[config.mk]
export PLATFORM = sky130hd
export DESIGN_NAME = eth_traffic_port_sequencer_flat
export DESIGN_NICKNAME = d
export VERILOG_FILES = /design/src/rtl/eth_traffic_seq_pkg.sv /design/src/rtl/eth_traffic_port_sequencer_if.sv /design/src/rtl/eth_seq_avmm_master.sv /design/src/rtl/eth_traffic_port_sequencer.sv /design/src/flat_wrapper.sv
export SDC_FILE = /design/constraint.sdc
export NUM_CORES = 1
export LEC_CHECK = 0
export ABC_AREA = 1
export CORE_AREA = 2 2 136 138
export DETAILED_ROUTE_END_ITERATION = 8
export DIE_AREA = 0 0 138 140
export GPL_ROUTABILITY_DRIVEN = 0
export PLACE_DENSITY = 0.87
export SYNTH_ARGS = -nofsm -noshare
export SYNTH_HDL_FRONTEND = slang
export SYNTH_SLANG_ARGS = --single-unit
[constraint.sdc]
create_clock -name clk -period 1.7 [get_ports clk]
set_input_delay 0.17 -clock clk [delete_from_list [all_inputs] [get_ports clk]]
set_output_delay 0.17 -clock clk [all_outputs]
set_load 0.02 [all_outputs]
[src/rtl/eth_traffic_seq_pkg.sv]
// Shared constants, state encoding and helpers for the ethernet traffic port sequencer.
// Register map defaults match the traffic controller CSR block.
package eth_traffic_seq_pkg;

    localparam logic [15:0] DEF_ADDR_NUM_PKT = 16'h1000;
    localparam logic [15:0] DEF_ADDR_START   = 16'h1004;
    localparam logic [15:0] DEF_ADDR_STATUS  = 16'h1008;
    localparam logic [15:0] DEF_ADDR_ERR_CNT = 16'h100C;

    localparam int STATUS_DONE_BIT = 0;

    typedef enum logic [2:0] {
        S_IDLE    = 3'd0,
        S_SCAN    = 3'd1,
        S_WR_CNT  = 3'd2,
        S_WR_GO   = 3'd3,
        S_GAP     = 3'd4,
        S_RD_STAT = 3'd5,
        S_RD_ERR  = 3'd6,
        S_FIN     = 3'd7
    } seq_state_e;

    typedef struct packed {
        logic       found;
        logic [3:0] idx;
    } lowest_bit_t;

    // Lowest set bit wins, so channels are visited in ascending order.
    function automatic lowest_bit_t find_lowest(input logic [15:0] v);
        lowest_bit_t r;
        r.found = 1'b0;
        r.idx   = 4'd0;
        for (int i = 15; i >= 0; i--) begin
            if (v[i]) begin
                r.found = 1'b1;
                r.idx   = 4'(i);
            end
        end
        return r;
    endfunction

endpackage

[src/rtl/eth_traffic_port_sequencer_if.sv]
// AVMM CSR bus between the sequencer (master) and the traffic controller CSR port (slave).
interface eth_traffic_port_sequencer_if #(
    parameter int ADDR_W = 16,
    parameter int DATA_W = 32
);
    logic [ADDR_W-1:0] addr;
    logic              read;
    logic              write;
    logic [DATA_W-1:0] writedata;
    logic [DATA_W-1:0] readdata;
    logic              waitrequest;

    modport master (
        output addr, read, write, writedata,
        input  readdata, waitrequest
    );

    modport slave (
        input  addr, read, write, writedata,
        output readdata, waitrequest
    );
endinterface

[src/rtl/eth_seq_avmm_master.sv]
// Single-outstanding AVMM command holder: latches a request, holds it through waitrequest,
// then drops the command and returns a one-cycle ack with the captured read data.
module eth_seq_avmm_master #(
    parameter int ADDR_W = 16,
    parameter int DATA_W = 32
) (
    input  logic              clk,
    input  logic              rst_n,
    input  logic              req,
    input  logic              we,
    input  logic [ADDR_W-1:0] addr,
    input  logic [DATA_W-1:0] wdata,
    output logic              ack,
    output logic [DATA_W-1:0] rdata,
    eth_traffic_port_sequencer_if.master avmm
);

    always_ff @(posedge clk) begin
        if (!rst_n) begin
            avmm.read      <= 1'b0;
            avmm.write     <= 1'b0;
            avmm.addr      <= '0;
            avmm.writedata <= '0;
            ack            <= 1'b0;
            rdata          <= '0;
        end else begin
            ack <= 1'b0;
            if (avmm.read || avmm.write) begin
                // Zero-latency read: data is valid in the completing cycle.
                if (!avmm.waitrequest) begin
                    avmm.read  <= 1'b0;
                    avmm.write <= 1'b0;
                    ack        <= 1'b1;
                    rdata      <= avmm.readdata;
                end
            end else if (req) begin
                avmm.addr      <= addr;
                avmm.writedata <= wdata;
                avmm.read      <= ~we;
                avmm.write     <= we;
            end
        end
    end

endmodule

[src/rtl/eth_traffic_port_sequencer.sv]
// Loopback test sequencer: walks the selected channels in ascending order over the AVMM CSR
// port and reports per-channel pass / fail / timeout bitmasks.
//
//   state     | meaning
//   ----------+---------------------------------------------------------
//   IDLE      | waiting for i_start
//   SCAN      | pick lowest remaining channel, or finish if none left
//   WR_CNT    | write packet count
//   WR_GO     | write start, clear poll counter
//   GAP       | idle POLL_GAP cycles between status polls
//   RD_STAT   | read status, check done bit and poll limit
//   RD_ERR    | read error count, record pass or fail
//   FIN       | pulse done, drop busy
module eth_traffic_port_sequencer
    import eth_traffic_seq_pkg::*;
#(
    parameter int          NUM_CH       = 16,
    parameter int          AVMM_ADDR_W  = 16,
    parameter int          AVMM_DATA_W  = 32,
    parameter logic [15:0] ADDR_NUM_PKT = DEF_ADDR_NUM_PKT,
    parameter logic [15:0] ADDR_START   = DEF_ADDR_START,
    parameter logic [15:0] ADDR_STATUS  = DEF_ADDR_STATUS,
    parameter logic [15:0] ADDR_ERR_CNT = DEF_ADDR_ERR_CNT,
    parameter int          POLL_GAP     = 64,
    parameter int          POLL_LIMIT   = 1024
) (
    input  logic              clk,
    input  logic              rst_n,
    input  logic              i_start,
    input  logic              i_abort,
    input  logic [NUM_CH-1:0] i_port_mask,
    input  logic [31:0]       i_pkt_count,
    eth_traffic_port_sequencer_if.master avmm,
    output logic [3:0]        o_csr_port_sel,
    output logic              o_busy,
    output logic              o_done,
    output logic [NUM_CH-1:0] o_pass_mask,
    output logic [NUM_CH-1:0] o_fail_mask,
    output logic [NUM_CH-1:0] o_timeout_mask
);

    localparam int GAP_W  = $clog2(POLL_GAP + 1);
    localparam int POLL_W = $clog2(POLL_LIMIT + 1);

    seq_state_e              state;
    logic [NUM_CH-1:0]       work_mask;
    logic [31:0]             pkt_count;
    logic [GAP_W-1:0]        gap_cnt;
    logic [POLL_W-1:0]       poll_cnt;
    logic                    abort_pend;
    logic                    cmd_pend;

    logic                    cmd_state;
    logic                    cmd_req;
    logic                    cmd_we;
    logic [AVMM_ADDR_W-1:0]  cmd_addr;
    logic [AVMM_DATA_W-1:0]  cmd_wdata;
    logic                    cmd_ack;
    logic [AVMM_DATA_W-1:0]  cmd_rdata;
    lowest_bit_t             next_ch;
    logic [NUM_CH-1:0]       ch_bit;

    assign next_ch = find_lowest(16'(work_mask));
    assign ch_bit  = NUM_CH'(1) << o_csr_port_sel;

    always_comb begin
        cmd_state = 1'b0;
        cmd_we    = 1'b0;
        cmd_addr  = '0;
        cmd_wdata = '0;
        case (state)
            S_WR_CNT: begin
                cmd_state = 1'b1;
                cmd_we    = 1'b1;
                cmd_addr  = AVMM_ADDR_W'(ADDR_NUM_PKT);
                cmd_wdata = AVMM_DATA_W'(pkt_count);
            end
            S_WR_GO: begin
                cmd_state = 1'b1;
                cmd_we    = 1'b1;
                cmd_addr  = AVMM_ADDR_W'(ADDR_START);
                cmd_wdata = AVMM_DATA_W'(1);
            end
            S_RD_STAT: begin
                cmd_state = 1'b1;
                cmd_addr  = AVMM_ADDR_W'(ADDR_STATUS);
            end
            S_RD_ERR: begin
                cmd_state = 1'b1;
                cmd_addr  = AVMM_ADDR_W'(ADDR_ERR_CNT);
            end
            default: ;
        endcase
    end

    // A pending abort suppresses new commands; an outstanding one is allowed to finish.
    assign cmd_req = cmd_state && !cmd_pend && !abort_pend;

    eth_seq_avmm_master #(
        .ADDR_W (AVMM_ADDR_W),
        .DATA_W (AVMM_DATA_W)
    ) u_avmm_master (
        .clk   (clk),
        .rst_n (rst_n),
        .req   (cmd_req),
        .we    (cmd_we),
        .addr  (cmd_addr),
        .wdata (cmd_wdata),
        .ack   (cmd_ack),
        .rdata (cmd_rdata),
        .avmm  (avmm)
    );

    always_ff @(posedge clk) begin
        if (!rst_n) begin
            state          <= S_IDLE;
            work_mask      <= '0;
            pkt_count      <= '0;
            gap_cnt        <= '0;
            poll_cnt       <= '0;
            abort_pend     <= 1'b0;
            cmd_pend       <= 1'b0;
            o_csr_port_sel <= '0;
            o_busy         <= 1'b0;
            o_done         <= 1'b0;
            o_pass_mask    <= '0;
            o_fail_mask    <= '0;
            o_timeout_mask <= '0;
        end else begin
            o_done <= 1'b0;
            if (i_abort && state != S_IDLE && state != S_FIN)
                abort_pend <= 1'b1;
            if (cmd_req)
                cmd_pend <= 1'b1;
            if (cmd_ack)
                cmd_pend <= 1'b0;

            case (state)
                S_IDLE: begin
                    if (i_start) begin
                        work_mask      <= i_port_mask;
                        pkt_count      <= i_pkt_count;
                        o_pass_mask    <= '0;
                        o_fail_mask    <= '0;
                        o_timeout_mask <= '0;
                        o_busy         <= 1'b1;
                        state          <= S_SCAN;
                    end
                end
                S_SCAN: begin
                    if (abort_pend || !next_ch.found) begin
                        state <= S_FIN;
                    end else begin
                        o_csr_port_sel <= next_ch.idx;
                        work_mask      <= work_mask & (work_mask - NUM_CH'(1));
                        state          <= S_WR_CNT;
                    end
                end
                S_WR_CNT: begin
                    if (cmd_ack)
                        state <= abort_pend ? S_FIN : S_WR_GO;
                    else if (abort_pend && !cmd_pend)
                        state <= S_FIN;
                end
                S_WR_GO: begin
                    if (cmd_ack) begin
                        poll_cnt <= '0;
                        gap_cnt  <= GAP_W'(POLL_GAP - 1);
                        state    <= abort_pend ? S_FIN : S_GAP;
                    end else if (abort_pend && !cmd_pend) begin
                        state <= S_FIN;
                    end
                end
                S_GAP: begin
                    if (abort_pend)
                        state <= S_FIN;
                    else if (gap_cnt == '0)
                        state <= S_RD_STAT;
                    else
                        gap_cnt <= gap_cnt - GAP_W'(1);
                end
                S_RD_STAT: begin
                    if (cmd_ack) begin
                        poll_cnt <= poll_cnt + POLL_W'(1);
                        if (abort_pend) begin
                            state <= S_FIN;
                        end else if (cmd_rdata[STATUS_DONE_BIT]) begin
                            state <= S_RD_ERR;
                        end else if (poll_cnt == POLL_W'(POLL_LIMIT - 1)) begin
                            o_timeout_mask <= o_timeout_mask | ch_bit;
                            state          <= S_SCAN;
                        end else begin
                            gap_cnt <= GAP_W'(POLL_GAP - 1);
                            state   <= S_GAP;
                        end
                    end else if (abort_pend && !cmd_pend) begin
                        state <= S_FIN;
                    end
                end
                S_RD_ERR: begin
                    if (cmd_ack) begin
                        if (abort_pend) begin
                            state <= S_FIN;
                        end else begin
                            if (cmd_rdata == '0)
                                o_pass_mask <= o_pass_mask | ch_bit;
                            else
                                o_fail_mask <= o_fail_mask | ch_bit;
                            state <= S_SCAN;
                        end
                    end else if (abort_pend && !cmd_pend) begin
                        state <= S_FIN;
                    end
                end
                S_FIN: begin
                    o_done     <= 1'b1;
                    o_busy     <= 1'b0;
                    abort_pend <= 1'b0;
                    state      <= S_IDLE;
                end
                default: state <= S_IDLE;
            endcase
        end
    end

endmodule
[src/flat_wrapper.sv]
// flat-port wrapper written by rule: the top's interface ports become plain ports
module eth_traffic_port_sequencer_flat import eth_traffic_seq_pkg::*;
#(
    parameter int          NUM_CH       = 16,
    parameter int          AVMM_ADDR_W  = 16,
    parameter int          AVMM_DATA_W  = 32,
    parameter logic [15:0] ADDR_NUM_PKT = DEF_ADDR_NUM_PKT,
    parameter logic [15:0] ADDR_START   = DEF_ADDR_START,
    parameter logic [15:0] ADDR_STATUS  = DEF_ADDR_STATUS,
    parameter logic [15:0] ADDR_ERR_CNT = DEF_ADDR_ERR_CNT,
    parameter int          POLL_GAP     = 64,
    parameter int          POLL_LIMIT   = 1024
)
  (clk, rst_n, i_start, i_abort, i_port_mask, i_pkt_count, o_csr_port_sel, o_busy, o_done, o_pass_mask, o_fail_mask, o_timeout_mask, avmm_addr, avmm_read, avmm_write, avmm_writedata, avmm_readdata, avmm_waitrequest);
  eth_traffic_port_sequencer_if avmm_i ();
  input  logic clk;
  input  logic rst_n;
  input  logic i_start;
  input  logic i_abort;
  input  logic [NUM_CH-1:0] i_port_mask;
  input  logic [31:0] i_pkt_count;
  output logic [3:0] o_csr_port_sel;
  output logic o_busy;
  output logic o_done;
  output logic [NUM_CH-1:0] o_pass_mask;
  output logic [NUM_CH-1:0] o_fail_mask;
  output logic [NUM_CH-1:0] o_timeout_mask;
  output wire logic [$bits(avmm_i.addr)-1:0] avmm_addr;
  output wire logic [$bits(avmm_i.read)-1:0] avmm_read;
  output wire logic [$bits(avmm_i.write)-1:0] avmm_write;
  output wire logic [$bits(avmm_i.writedata)-1:0] avmm_writedata;
  input wire logic [$bits(avmm_i.readdata)-1:0] avmm_readdata;
  input wire logic [$bits(avmm_i.waitrequest)-1:0] avmm_waitrequest;
  assign avmm_addr = avmm_i.addr;
  assign avmm_read = avmm_i.read;
  assign avmm_write = avmm_i.write;
  assign avmm_writedata = avmm_i.writedata;
  assign avmm_i.readdata = avmm_readdata;
  assign avmm_i.waitrequest = avmm_waitrequest;
  eth_traffic_port_sequencer #(.NUM_CH(NUM_CH), .AVMM_ADDR_W(AVMM_ADDR_W), .AVMM_DATA_W(AVMM_DATA_W), .ADDR_NUM_PKT(ADDR_NUM_PKT), .ADDR_START(ADDR_START), .ADDR_STATUS(ADDR_STATUS), .ADDR_ERR_CNT(ADDR_ERR_CNT), .POLL_GAP(POLL_GAP), .POLL_LIMIT(POLL_LIMIT)) u_core (.clk(clk), .rst_n(rst_n), .i_start(i_start), .i_abort(i_abort), .i_port_mask(i_port_mask), .i_pkt_count(i_pkt_count), .avmm(avmm_i), .o_csr_port_sel(o_csr_port_sel), .o_busy(o_busy), .o_done(o_done), .o_pass_mask(o_pass_mask), .o_fail_mask(o_fail_mask), .o_timeout_mask(o_timeout_mask));
endmodule
Word-level counts from Yosys, hierarchy flattened
Index checks and enable logic that the tools add are counted.
{"block": "op_classes", "n_addsub": 3, "mul": 0, "n_div": 0, "n_lt_le_gt_ge": 0, "n_eq_ne": 25, "shift": 1, "n_mux": 73, "bitwise": 9, "reduce_logical": 39}
{"op": "16-bit 2-to-1 mux", "count": 13}
{"op": "16-bit case mux with 2 select lines", "count": 4}
{"op": "5-bit 2-to-1 mux", "count": 16}
{"op": "32-bit case mux with 2 select lines", "count": 1}
{"op": "13-bit case mux with 4 select lines", "count": 1}
{"op": "7-bit 2-to-1 mux", "count": 7}
{"op": "16-bit bitwise OR", "count": 3}
{"op": "3-bit 2-to-1 mux", "count": 14}
{"op": "32-bit logical NOT", "count": 1}
{"op": "2-bit inequality test, second input constant", "count": 13}
{"op": "3-bit case mux with 8 select lines", "count": 1}
{"op": "11-bit 2-to-1 mux", "count": 2}
{"op": "11-bit case mux with 2 select lines", "count": 1}
{"op": "7-bit case mux with 3 select lines", "count": 1}
{"op": "16-bit bitwise AND", "count": 1}
{"op": "2-bit AND reduction", "count": 8}
{"op": "1-bit by 4-bit left shift with 16-bit output, first input constant", "count": 1}
{"op": "16-bit by 1-bit subtractor with 16-bit output, second input constant", "count": 1}
{"op": "3-bit equality test, second input constant", "count": 4}
{"op": "2-bit nonzero test", "count": 6}
{"op": "11-bit by 1-bit adder with 11-bit output, second input constant", "count": 1}
{"op": "11-bit by 10-bit equality test with 1-bit output, second input constant", "count": 1}
{"op": "1-bit 2-to-1 mux", "count": 10}
{"op": "5-bit AND reduction", "count": 2}
{"op": "20 further kinds", "count": 37}
{"block": "totals", "register_bits": 208, "latchBits": 0, "ram_bits": 0, "mem_bits_ro": 0, "inputBits": 85, "wordCells": 169, "n_memories": 0}

Longest topological paths before layout
Gate-level depths: netlist of run 1.
{"block": "logic_depth", "ltp_word": 20, "ltp_mapped": 17, "mapped_depth_nobuf": 17}

Hierarchy
Synthesis of run 1 repeated with hierarchy kept, for this count alone.
{"block": "unflattened", "hier_cells": 1337, "area_unflattened_um2": 9182.6}
{"module": "eth_traffic_port_sequencer", "instances": 1, "cells_each": 800, "area_each_um2": 5615.4, "seq_area_each_um2": 2502.4}
{"module": "eth_seq_avmm_master", "instances": 1, "cells_each": 537, "area_each_um2": 3567.2, "seq_area_each_um2": 1661.6}

Worst setup path before layout of run 1
Ideal clock, no wire load.
{"block": "synth_path", "kind": "reg2reg", "startpoint": "register u_core.poll_cnt[0]", "endpoint": "register u_core.o_timeout_mask[11]", "t_arrival_ns": 1.634, "required_time_ns": 1.629, "slack_ns": -0.005, "path_stages_with_launch": 11, "path_buffers": 1, "synth_period_minus_slack_ns": 1.705, "cell_sequence": "dfxtp_1 -> ha_1 -> nand2_1 -> nor3b_2 -> nand2_1 -> nor2_1 -> nand2_1 -> a21oi_4 -> buf_2 -> nand2_1 -> a21oi_1"}
{"block": "synth_via", "elab_chain_cells": 3}
{"item": "start, declared", "line_no": "eth_traffic_port_sequencer.sv:49", "rtl": "logic [POLL_W-1:0] poll_cnt;"}
{"item": "start signal, assigned", "line_no": "eth_traffic_port_sequencer.sv:184", "rtl": "poll_cnt <= poll_cnt + POLL_W'(1);"}
{"item": "11-bit by 10-bit equality test with 1-bit output", "line_no": "eth_traffic_port_sequencer.sv:189", "rtl": "end else if (poll_cnt == POLL_W'(POLL_LIMIT - 1)) begin"}
{"item": "2-bit by 1-bit inequality test with 1-bit output (no source line)"}
{"item": "6-bit AND reduction (no source line)"}
{"item": "end signal, assigned", "line_no": "eth_traffic_port_sequencer.sv:190", "rtl": "o_timeout_mask <= o_timeout_mask | ch_bit;"}
{"item": "end, declared", "line_no": "eth_traffic_port_sequencer.sv:39", "rtl": "output logic [NUM_CH-1:0] o_timeout_mask"}
Every way passes these cells.
A chain may end at the register's enable or synchronous reset.

Worst setup path in the final report of run 1
{"block": "layout_path", "startpoint": "register u_core.poll_cnt[1]", "endpoint": "register u_core.o_timeout_mask[5]"}
Same word-level chain as after synthesis.

==> results of run 1 <==
[kinds of logic after synthesis]
logic type	Yosys count	synth area share, %
and+or+nand+nor	422	22.88
buffers and inverters	183	9.610
DFF	195	49.23
xor gates and xnor gates	3	0.3314
AOI/OAI and AO/OA	258	17.42
other	1	0.04730
adders and majority gates	3	0.4735
[how the worst max path moves through the flow]
stage	start	endpoint	slack, ns	cells past startpoint
2_1_floorplan	u_core.poll_cnt[0]$_SDFFE_PN0P_	u_core.o_timeout_mask[11]$_SDFFE_PN0P_	0.03	10
3_3_place_gp	u_core.state[2]$_SDFFE_PN0P_	u_core.u_avmm_master.avmm.writedata[0]$_SDFFE_PN0P_	-0.05	9
3_5_place_dp	u_core.u_avmm_master.rdata[28]$_SDFFE_PN0P_	u_core.o_fail_mask[2]$_SDFFE_PN0P_	-0.11	7
4_1_cts	u_core.u_avmm_master.rdata[28]$_SDFFE_PN0P_	u_core.o_fail_mask[3]$_SDFFE_PN0P_	-0.03	8
5_1_grt	u_core.poll_cnt[1]$_SDFFE_PN0P_	u_core.o_timeout_mask[5]$_SDFFE_PN0P_	-0.22	10
6_report	u_core.poll_cnt[1]$_SDFFE_PN0P_	u_core.o_timeout_mask[5]$_SDFFE_PN0P_	-0.13	10
[placed cells by master (no fill, tap or decap), drive strengths merged, types with 6 or more instances in the layout]
master and instances:
conb 13, nor3 8, inv 123, buf 61
clkbuf 20, o21ai 97, nand2 177, clkinv 9
nor4 6, a21oi 143, nand4 11, dfxtp 195
nor2 157, clkdlybuf4s50 170, a211oi 7, nand3 60
[worst max-delay path, stage by stage, from the launching register on]
cell	delay [ns]
dfxtp_2	0.36
ha_4	0.15
nand2_4	0.06
nor3b_4	0.22
nand2_2	0.11
nor2_4	0.12
nand2_4	0.09
a21oi_4	0.25
clkbuf_16	0.20
nand2_1	0.05
a21oi_1	0.14
[sequential cells by signal (all words and copies together) (netlist names), 4 cells and up]
signal and flops:
u_core.poll_cnt 11, u_core.u_avmm_master.avmm.writedata 32, u_core.work_mask 16, u_core.o_csr_port_sel 4, u_core.o_fail_mask 16, u_core.o_pass_mask 16
u_core.o_timeout_mask 16, u_core.u_avmm_master.rdata 32, u_core.pkt_count 32, u_core.gap_cnt 7
[layer usage]
metal	part of all wire (%)	GRT usage (%)
met1	40	26.55
met2	49	36.61
met3	8.6	6.462
met4	2.9	6.928
met5	0	0
[per-stage QoR]
step | instances | instance area, µm² | hold WS (ns) | setup TNS (ns) | setup WS [ns]
2_1_floorplan | 1077 | 7976 | 0.3049 | 0 | 0.02843
3_3_place_gp | 1457 | 10070 | 0.4366 | -0.5037 | -0.05344
3_5_place_dp | 1457 | 10070 | 0.4432 | -4.207 | -0.1142
4_1_cts | 1498 | 10790 | 0.2123 | -0.2211 | -0.02922
5_1_grt | 1513 | 11200 | 0.2413 | -7.749 | -0.2233
6_report | 1513 | 11200 | 0.2300 | -2.061 | -0.1306
[cell type report]
class                           instances  share of cell area [%]
Sequential cell                       195                   35.00
Multi-Input combinational cell        701                   32.26
Timing Repair Buffer                  236                   20.92
Inverter                              120                   4.111
Clock buffer                           19                   4.044
Tap cell                              229                   2.558
Clock inverter                         13                   1.106
[power breakdown]
group | internal [µW] | switching [µW] | leakage, µW
registers | 5450 | 681 | 0.00159
clock network | 2120 | 1810 | 0.000289
logic | 2980 | 4700 | 0.00248
[timing repair]
action,CTS,global route
buffers inserted,8,13
pin swaps,11,28
endpoints found under the setup margin,79,105
hold buffers,0,0
resized for setup,19,79
gates cloned,1,2
==> results.py, run 1 <==
metrics = {
    "synth": {
        "synth.most_common_cell": "dfxtp_1",
        "synthDistinctLibCells": 45,
        "synth-async-reset-ratio_pct": 0,
        "seq_area_frac_synth_pct": 49.23,
        "synth_edf_count": 0,
        "synth_top_cell_by_area": "dfxtp_1",
        "ys_warn_count": 0,
        "ys_top_cells_by_count": "195 x dfxtp_1, 174 x nand2_1, 148 x nor2_1",
        "netlist_top_cells_area": "dfxtp_1 49%, a21oi_1 8.7%, nand2_1 8.2%",
        "synth_area_um2": 7929,
        "ys_seq_elements": 195,
        "syn_inst": 1065,
        "avgSynthCellArea_um2": 7.445,
        "synth_top_area_share_pct": 49.23,
        "synth_ff_type": "dfxtp_1",
    },
    "drt": {
        "wl_per_cell_um": 15.26,
        "drcViolationCount": 0,
        "first_pass_iters": 5,
        "vias": 7988,
        "via_per_inst": 5.280,
        "drt-initial-drc-count": 448,
        "ant_nets": 0,
        "wl_um": 23090,
    },
    "floorplan": {
        "die_w_um": 138,
        "rows": 49,
        "floorplan.initialDensity_pct": 44.60,
        "die_area_um2": 19320,
        "fp.dieH_um": 140,
        "core_area_um2": 17780,
        "pin_count": 189,
    },
    "cells_and_area": {
        "layout.area.seq_um2": 3920,
        "drive_gt1_share_pct": 14.49,
        "final_core_util_pct": 63.00,
        "n_fill_cell": 1438,
        "area_growth_pct": 41.27,
        "antenna-diode-count": 0,
        "multi_input_area_um2": 3613,
        "final_nets": 1359,
    },
    "critical_path": {
        "end_kind": "flop",
        "reg2reg_depth": 10,
        "cp.required_ns": 2.06,
        "crit_arrival_ns": 2.19,
        "timing.rr.start": "u_core.poll_cnt[1]$_SDFFE_PN0P_",
        "cp-start-kind": "flop",
        "cp_max_fo": 8,
        "r2r_end": "u_core.o_timeout_mask[5]$_SDFFE_PN0P_",
        "reg2reg_slack_ns": -0.13,
        "worstSetupPathType": "flop to flop",
    },
    "power": {
        "power.total_uw": 17730,
        "ir_drop_uv": 1048,
        "leakage_uw": 0.004359,
        "p_per_area_nw_per_um2": 1583,
    },
    "global_route": {
        "grt_pass1_wl_um": 34780,
        "gr-usage-all-layers_pct": 21.63,
        "overflow": 0,
        "grt_pass1_vias": 7365,
        "grt_max_degree": 64,
        "antenna_found_initial": 0,
    },
    "clock_tree": {
        "cts_buffers": 17,
        "clk_latency_ns": 0.43,
        "max-clock-path-buffers": 2,
        "cts_tree": "yes",
        "cts_root_buf": "clkbuf_16",
        "cts.sinks": 195,
        "path_clk_slew_ns": 0.07,
        "h-tree-depth": 4,
    },
    "sta": {
        "finClkSkew_ns": 0.008478,
        "fmax_mhz": 546.3,
        "tightest_slew_ns": 0.5330,
        "grt_setup_unrepaired": "true",
        "min_period_ns": 1.831,
        "hold_violations": 0,
        "fin_crit_sh_pct": 107.7,
        "fin_ws_ns": -0.1306,
        "finalSetupViolCount": 30,
        "drv_slew": 0,
        "slew_headroom_pct": 64.14,
    },
    "hold_path": {
        "worstHoldPathType": "primary input to flop",
        "whs_path_depth": 3,
        "hold_end": "u_core.poll_cnt[3]$_SDFFE_PN0P_",
        "min_from": "rst_n",
    },
    "run": {
        "maxCapViolCount": 0,
    },
    "outcome": {
        "violations": "negative setup slack",
        "status": "complete, but fails checks",
    },
    "placement": {
        "numPortBuffers": 175,
        "hpwl_um": 14660,
    },
}
(Power assumes the default switching activity.)
==> inputs of run 2 (changes only) <==
- CORE_AREA: 2 2 136 138 -> 2 2 143 145
- DIE_AREA: 0 0 138 140 -> 0 0 145 147
- SYNTH_HIERARCHICAL: unset -> 1
==> run 2 against run 1 <==
The run still ends with negative setup slack left. Via count increased by 19%. Critical path depth down 1. Register-to-register slack better by 0.02 ns. Clock power rose by 24%. Maximum frequency rose by 0.92%. Highest routed layer unchanged. Count of clock-buffer cells in the layout grew 10. Routed wire length is 14% higher.
==> results.py, run 2 <==
metrics = {
    "synth": {
        "yosys.area_share.simple_pct": 25.97,
        "synthMuxAreaShare_pct": 0,
        "synth_ff_type": "dfxtp_1",
        "synth-async-reset-ratio_pct": 0,
        "ys_warn_count": 6,
        "synthDistinctLibCells": 49,
        "ys_seq_elements": 208,
        "synth-xor-area-share_pct": 0.2861,
        "avgSynthCellArea_um2": 6.868,
        "seq_area_frac_synth_pct": 45.35,
        "synth.most_common_cell": "inv_1",
        "synth_top_cell_by_area": "dfxtp_1",
        "synth-compound-area-share_pct": 15.08,
        "ys_top_cells_by_count": "225 x inv_1, 222 x nand2_1, 208 x dfxtp_1",
        "synth_area_um2": 9183,
        "synth_top_family_by_area": "simple AND/OR/NAND/NOR gates",
        "synth_top_area_share_pct": 45.35,
        "synth_fa_ha_area_share_pct": 0.4088,
        "synth_edf_count": 0,
        "netlist_top_cells_area": "dfxtp_1 45%, inv_1 9.2%, nand2_1 9.1%",
        "syn_inst": 1337,
    },
    "floorplan": {
        "rows": 52,
        "fp.dieH_um": 147,
        "core_area_um2": 19840,
        "pin_count": 189,
        "floorplan.initialDensity_pct": 46.27,
        "die_w_um": 145,
        "die_area_um2": 21320,
    },
    "critical_path": {
        "timing.rr.start": "u_core/u_avmm_master/rdata[10]$_SDFFE_PN0P_",
        "cp_max_fo": 8,
        "endpoint": "u_core/o_pass_mask[7]$_SDFFE_PN0P_",
        "crit_arrival_ns": 2.24,
        "slowest_delay_ns": 0.33,
        "reg2reg_slack_ns": -0.11,
        "worstPathCellList": "nor4_4 > nand3_1 > nor3_2 > buf_4 > nand2_4 > a21boi_4 > buf_12 > nand2_1 > a21oi_2",
        "end_kind": "flop",
        "slowest_stage": "dfxtp_2",
        "reg2reg_depth": 9,
        "worstSetupStartpoint": "u_core/u_avmm_master/rdata[10]$_SDFFE_PN0P_",
        "cp.required_ns": 2.12,
        "cp-start-kind": "flop",
        "r2r_end": "u_core/o_pass_mask[7]$_SDFFE_PN0P_",
        "worstSetupPathType": "flop to flop",
    },
    "drt": {
        "first_pass_iters": 5,
        "drt-initial-drc-count": 651,
        "vias": 9467,
        "wl_um": 26410,
        "ant_nets": 0,
        "via_per_inst": 5.115,
        "drcViolationCount": 0,
        "wl_per_cell_um": 14.27,
    },
    "outcome": {
        "violations": "negative setup slack",
        "status": "complete, but fails checks",
    },
    "placement": {
        "pre_cts_slack_ns": -0.1441,
        "hpwl_um": 16110,
        "numPortBuffers": 188,
    },
    "power": {
        "p_per_area_nw_per_um2": 1867,
        "ir_drop_uv": 1118,
        "leakage_uw": 0.005380,
        "power.total_uw": 24540,
    },
    "clock_tree": {
        "cts_root_buf": "clkbuf_16",
        "cts_buffers": 21,
        "max-clock-path-buffers": 3,
        "hold_buffers": 0,
        "cts_tree": "yes",
        "path_clk_slew_ns": 0.06,
        "clk_latency_ns": 0.49,
        "h-tree-depth": 1,
        "cts.sinks": 208,
    },
    "sta": {
        "slew_headroom_pct": 63.70,
        "fin_ws_ns": -0.1138,
        "fin_crit_sh_pct": 106.7,
        "hold_violations": 0,
        "fmax_mhz": 551.3,
        "finClkSkew_ns": 0.005369,
        "finalSetupViolCount": 47,
        "tns_ns": -2.872,
        "drv_slew": 0,
        "min_period_ns": 1.814,
        "tightest_slew_ns": 0.5437,
        "grt_setup_unrepaired": "true",
        "holdWs_ns": 0.03436,
    },
    "hold_path": {
        "worstHoldPathType": "primary input to flop",
    },
    "cells_and_area": {
        "layout_commonest_cell": "inv_1",
        "final_nets": 1656,
        "reg.largest.list": "u_core/pkt_count x32, u_core/u_avmm_master/avmm.writedata x32, u_core/u_avmm_master/rdata x32",
        "n_fill_cell": 1541,
        "final_cell_mix": "211 x inv_1, 198 x dfxtp_1, 194 x nand2_1",
        "drive_gt1_share_pct": 14.80,
        "antenna-diode-count": 0,
        "area_growth_pct": 43.17,
    },
    "global_route": {
        "antenna_found_initial": 0,
        "gr-usage-all-layers_pct": 21.54,
        "overflow": 0,
        "grt_pass1_wl_um": 39250,
        "grt_max_degree": 100,
        "grt_pass1_vias": 8536,
    },
    "run": {
        "maxCapViolCount": 0,
    },
}
-- run 2: changes by cell type after synthesis, sizes merged, moves of 13 or more --
cell / delta
nand3: +45
nor2: +55
nand2: +47
a21oi: +24
inv: +111
dfxtp: +13
o21ai: -37
-- run 2: layout make-up --
cell class | instances | area, µm² | share of cell area (%)
multi-input cells | 842 | 4309 | 32.78
flip-flops and latches | 208 | 4184 | 31.83
repair buffers | 264 | 2696 | 20.51
inverters | 231 | 884.6 | 6.729
clock buffers | 29 | 595.6 | 4.530
well taps | 270 | 337.8 | 2.570
clock inverters | 7 | 138.9 | 1.056
-- run 2: per-stage QoR --
| step | utilization, % | instances | cell area, µm² |
|---|---|---|---|
| final | 66.25 | 1851 | 13150 |
| after global routing | 66.25 | 1851 | 13150 |
| after CTS | 64.31 | 1844 | 12760 |
| after detailed placement | 59.21 | 1798 | 11750 |
| after global placement | 59.21 | 1798 | 11750 |
| after floorplan | - | 1349 | 9248 |
-- run 2: how the worst min path moves through the flow --
stage / startpoint / end / slack, ns / depth (start not counted)
floorplan: avmm_waitrequest / u_core/u_avmm_master/ack$_SDFF_PN0_ / 0.25 / 1
global placement: u_core/gap_cnt[0]$_SDFFE_PN0P_ / u_core/gap_cnt[0]$_SDFFE_PN0P_ / 0.43 / 1
detailed placement: u_core/o_pass_mask[12]$_SDFFE_PN0P_ / u_core/o_pass_mask[12]$_SDFFE_PN0P_ / 0.44 / 2
CTS: rst_n / u_core/u_avmm_master/rdata[1]$_SDFFE_PN0P_ / 0.01 / 3
global route: rst_n / u_core/u_avmm_master/rdata[1]$_SDFFE_PN0P_ / 0.03 / 3
finish: rst_n / u_core/u_avmm_master/rdata[1]$_SDFFE_PN0P_ / 0.03 / 3
-- run 2: worst max-delay path, delay by kind of cell, from the launching register on --
kind | cells | cell delay, ns
buf+inv | 2 | 0.31
flops | 1 | 0.33
compound gates | 2 | 0.37
simple gates | 5 | 0.73
-- run 2: repair_timing --
item | in CTS | in global routing
setup endpoints to repair | 117 | 134
pin swaps | 8 | 29
buffers inserted | 7 | 9
resized for setup | 46 | 108
cloned | 3 | 1
-- run 2: cell families (layout without fill, tap and decap cells) --
group,count (synthesis),after routing
flops,208,208
compound gates,254,254
simple gates,569,569
fa+ha+maj,3,3
other cells,1,13
xor+xnor,3,3
buf+inv,299,531
-- run 2: power breakdown --
group	internal, µW	switching, µW	total (µW)	leakage [µW]
Clock	3050	1840	4890	0.000361
Combinational	5330	7100	12400	0.00332
Sequential	6290	935	7220	0.00170
-- run 2: routing by layer --
metal  vias up  global-route usage [%]  routed length [µm]
met3        82                   4.224                1885
met1      4343                   26.68               10530
met5         -                       0                   0
li1       4629                       -                   -
met2       413                   37.93               13140
met4         0                   6.683                 858
==> inputs of run 3 (changes only) <==
- CORE_AREA: 2 2 143 145 -> 2 2 136 138
- DIE_AREA: 0 0 145 147 -> 0 0 138 140
- PLACE_DENSITY: 0.87 -> 0.91
- SKIP_LAST_GASP: unset -> 1
- clock period: 1.7 -> 1.8 ns (I/O delays scaled with it)
==> run 3 against run 2 <==
The flow still finishes with violations (negative setup slack). Cell count down 3.1%. Hold slack gained 0.055 ns. Largest cell class is now registers. Power decreased by 8.9%. Combinational power down 9.7%. Non-clock buffer count decreased by 18. Routed wire length down 1.7%. Sequential share of layout area grew 1.2 points. Critical path depth up 2.
==> results.py, run 3 (same netlist as run 2, synthesis figures left out) <==
metrics = {
    "outcome": {
        "status": "complete, but fails checks",
        "violations": "negative setup slack",
    },
    "sta": {
        "tightest_slew_ns": 0.5699,
        "fin_ws_ns": -0.09887,
        "drv_slew": 0,
        "fin_crit_sh_pct": 105.5,
        "grt_setup_unrepaired": "true",
        "finalSetupViolCount": 13,
        "hold_violations": 0,
        "fmax_mhz": 526.6,
        "finClkSkew_ns": 0.007791,
        "min_period_ns": 1.899,
        "slew_headroom_pct": 61.60,
    },
    "critical_path": {
        "reg2reg_depth": 11,
        "end_kind": "flop",
        "cp.required_ns": 2.19,
        "cp-start-kind": "flop",
        "timing.rr.start": "u_core/state[0]$_SDFFE_PN0P_",
        "cp_max_fo": 7,
        "reg2reg_slack_ns": -0.1,
        "worstSetupPathType": "flop to flop",
        "r2r_end": "u_core/gap_cnt[6]$_SDFFE_PN0P_",
        "crit_arrival_ns": 2.29,
    },
    "floorplan": {
        "core_area_um2": 17780,
        "rows": 49,
        "pin_count": 189,
        "die_area_um2": 19320,
        "die_w_um": 138,
        "fp.dieH_um": 140,
        "floorplan.initialDensity_pct": 51.65,
    },
    "clock_tree": {
        "clk_latency_ns": 0.50,
        "cts_root_buf": "clkbuf_16",
        "max-clock-path-buffers": 3,
        "cts.sinks": 208,
        "h-tree-depth": 1,
        "path_clk_slew_ns": 0.06,
        "cts_buffers": 22,
        "cts_tree": "yes",
        "hold_buffers": 0,
    },
    "cells_and_area": {
        "stdcell_count": 1793,
        "drive_gt1_share_pct": 10.49,
        "area_growth_pct": 37.68,
        "reg.largest.list": "u_core/pkt_count x32, u_core/u_avmm_master/avmm.writedata x32, u_core/u_avmm_master/rdata x32",
        "layout_commonest_cell": "inv_1",
        "final_cell_mix": "216 x inv_1, 210 x nand2_1, 201 x dfxtp_1",
        "n_fill_cell": 1333,
        "antenna-diode-count": 0,
        "final_nets": 1639,
        "design_area_um2": 12640,
    },
    "hold_path": {
        "min_from": "rst_n",
        "hold_end": "u_core/u_avmm_master/rdata[7]$_SDFFE_PN0P_",
        "worstHoldPathType": "primary input to flop",
        "whs_path_depth": 3,
    },
    "placement": {
        "dp.cells": 1733,
        "numPortBuffers": 188,
        "place_area_um2": 11470,
        "hpwl_um": 16060,
    },
    "drt": {
        "wl_um": 25960,
        "drt-initial-drc-count": 577,
        "vias": 9382,
        "first_pass_iters": 5,
        "via_per_inst": 5.233,
        "ant_nets": 0,
        "drcViolationCount": 0,
        "wl_per_cell_um": 14.48,
    },
    "global_route": {
        "grt_pass1_vias": 8538,
        "gr-usage-all-layers_pct": 23.74,
        "grt_max_degree": 100,
        "grt_pass1_wl_um": 39430,
        "antenna_found_initial": 0,
        "overflow": 0,
    },
    "power": {
        "leakage_uw": 0.005112,
        "ir_drop_uv": 1163,
        "p_per_area_nw_per_um2": 1769,
    },
    "run": {
        "maxCapViolCount": 0,
    },
}
-- run 3: changes by cell type in the layout (fill, tap and decap cells not counted), sizes merged --
cell and change:
dlygate4sd2 -5, dlymetal6s2s -2, clkdlybuf4s50 +7, clkbuf +7, inv -3, bufinv -3
buf -21, clkinv +3
-- run 3: critical path, stage by stage, from the launching register on --
cell,delay [ns]
dfxtp_4,0.42
nor2_4,0.07
nand2_1,0.15
nor2_1,0.09
inv_1,0.09
o21ai_0,0.10
nor3_1,0.21
nand3_2,0.17
nor2_2,0.15
nand2_1,0.09
xor2_1,0.20
nor2_1,0.06
-- run 3: routing by layer --
metal	global-route usage [%]	share of wire (%)
met1	27.61	39
met2	43.25	49
met3	5.744	8.5
met4	7.250	3.1
met5	0	0
-- run 3: cell type report --
class | instances | area (µm²) | share of cell area (%)
clock inverter | 4 | 48.80 | 0.3860
timing repair buffer | 246 | 2527 | 19.99
inverter | 231 | 875.8 | 6.928
clock buffer | 33 | 643.1 | 5.087
tap | 229 | 286.5 | 2.266
sequential | 208 | 4180 | 33.07
multi-input combinational | 842 | 4080 | 32.27
-- run 3: timing repair --
item | in CTS | in global routing
setup buffers | 9 | 10
gates resized for setup | 25 | 55
pin swaps | 8 | 12
gates cloned | 1 | 4
endpoints found under the setup margin | 71 | 127
-- run 3: stage by stage --
step	power [µW]	setup slack [ns]	util, %	hold slack (ns)	TNS [ns]
CTS	21350	0.001031	69.49	0.07451	0
finish	22360	-0.09887	71.10	0.08896	-0.4609
global placement	16080	-0.03935	64.53	0.4363	-0.09999
floorplan	12970	0.001457	-	0.2593	0
global route	23580	-0.2705	71.10	0.08417	-2.843
detailed placement	16380	-0.07830	64.53	0.4444	-1.107
-- run 3: worst max path at each step --
stage,start,endpoint,slack [ns],cells after the start
detailed placement,u_core/state[0]$_SDFFE_PN0P_,u_core/o_fail_mask[2]$_SDFFE_PN0P_,-0.08,10
global placement,u_core/gap_cnt[3]$_SDFFE_PN0P_,u_core/gap_cnt[3]$_SDFFE_PN0P_,-0.04,10
finish,u_core/state[0]$_SDFFE_PN0P_,u_core/gap_cnt[6]$_SDFFE_PN0P_,-0.1,11
global route,u_core/state[0]$_SDFFE_PN0P_,u_core/gap_cnt[6]$_SDFFE_PN0P_,-0.27,11
floorplan,u_core/state[2]$_SDFFE_PN0P_,u_core/u_avmm_master/avmm.writedata[10]$_SDFFE_PN0P_,0.001,12
CTS,u_core/work_mask[5]$_SDFFE_PN0P_,u_core/work_mask[4]$_SDFFE_PN0P_,0.001,12
-- run 3: power by group --
part | leakage [µW] | internal [µW] | total (µW) | switching (µW)
combinational | 0.00307 | 4690 | 11200 | 6500
clock | 0.000339 | 2600 | 4380 | 1780
sequential | 0.00170 | 5940 | 6790 | 851
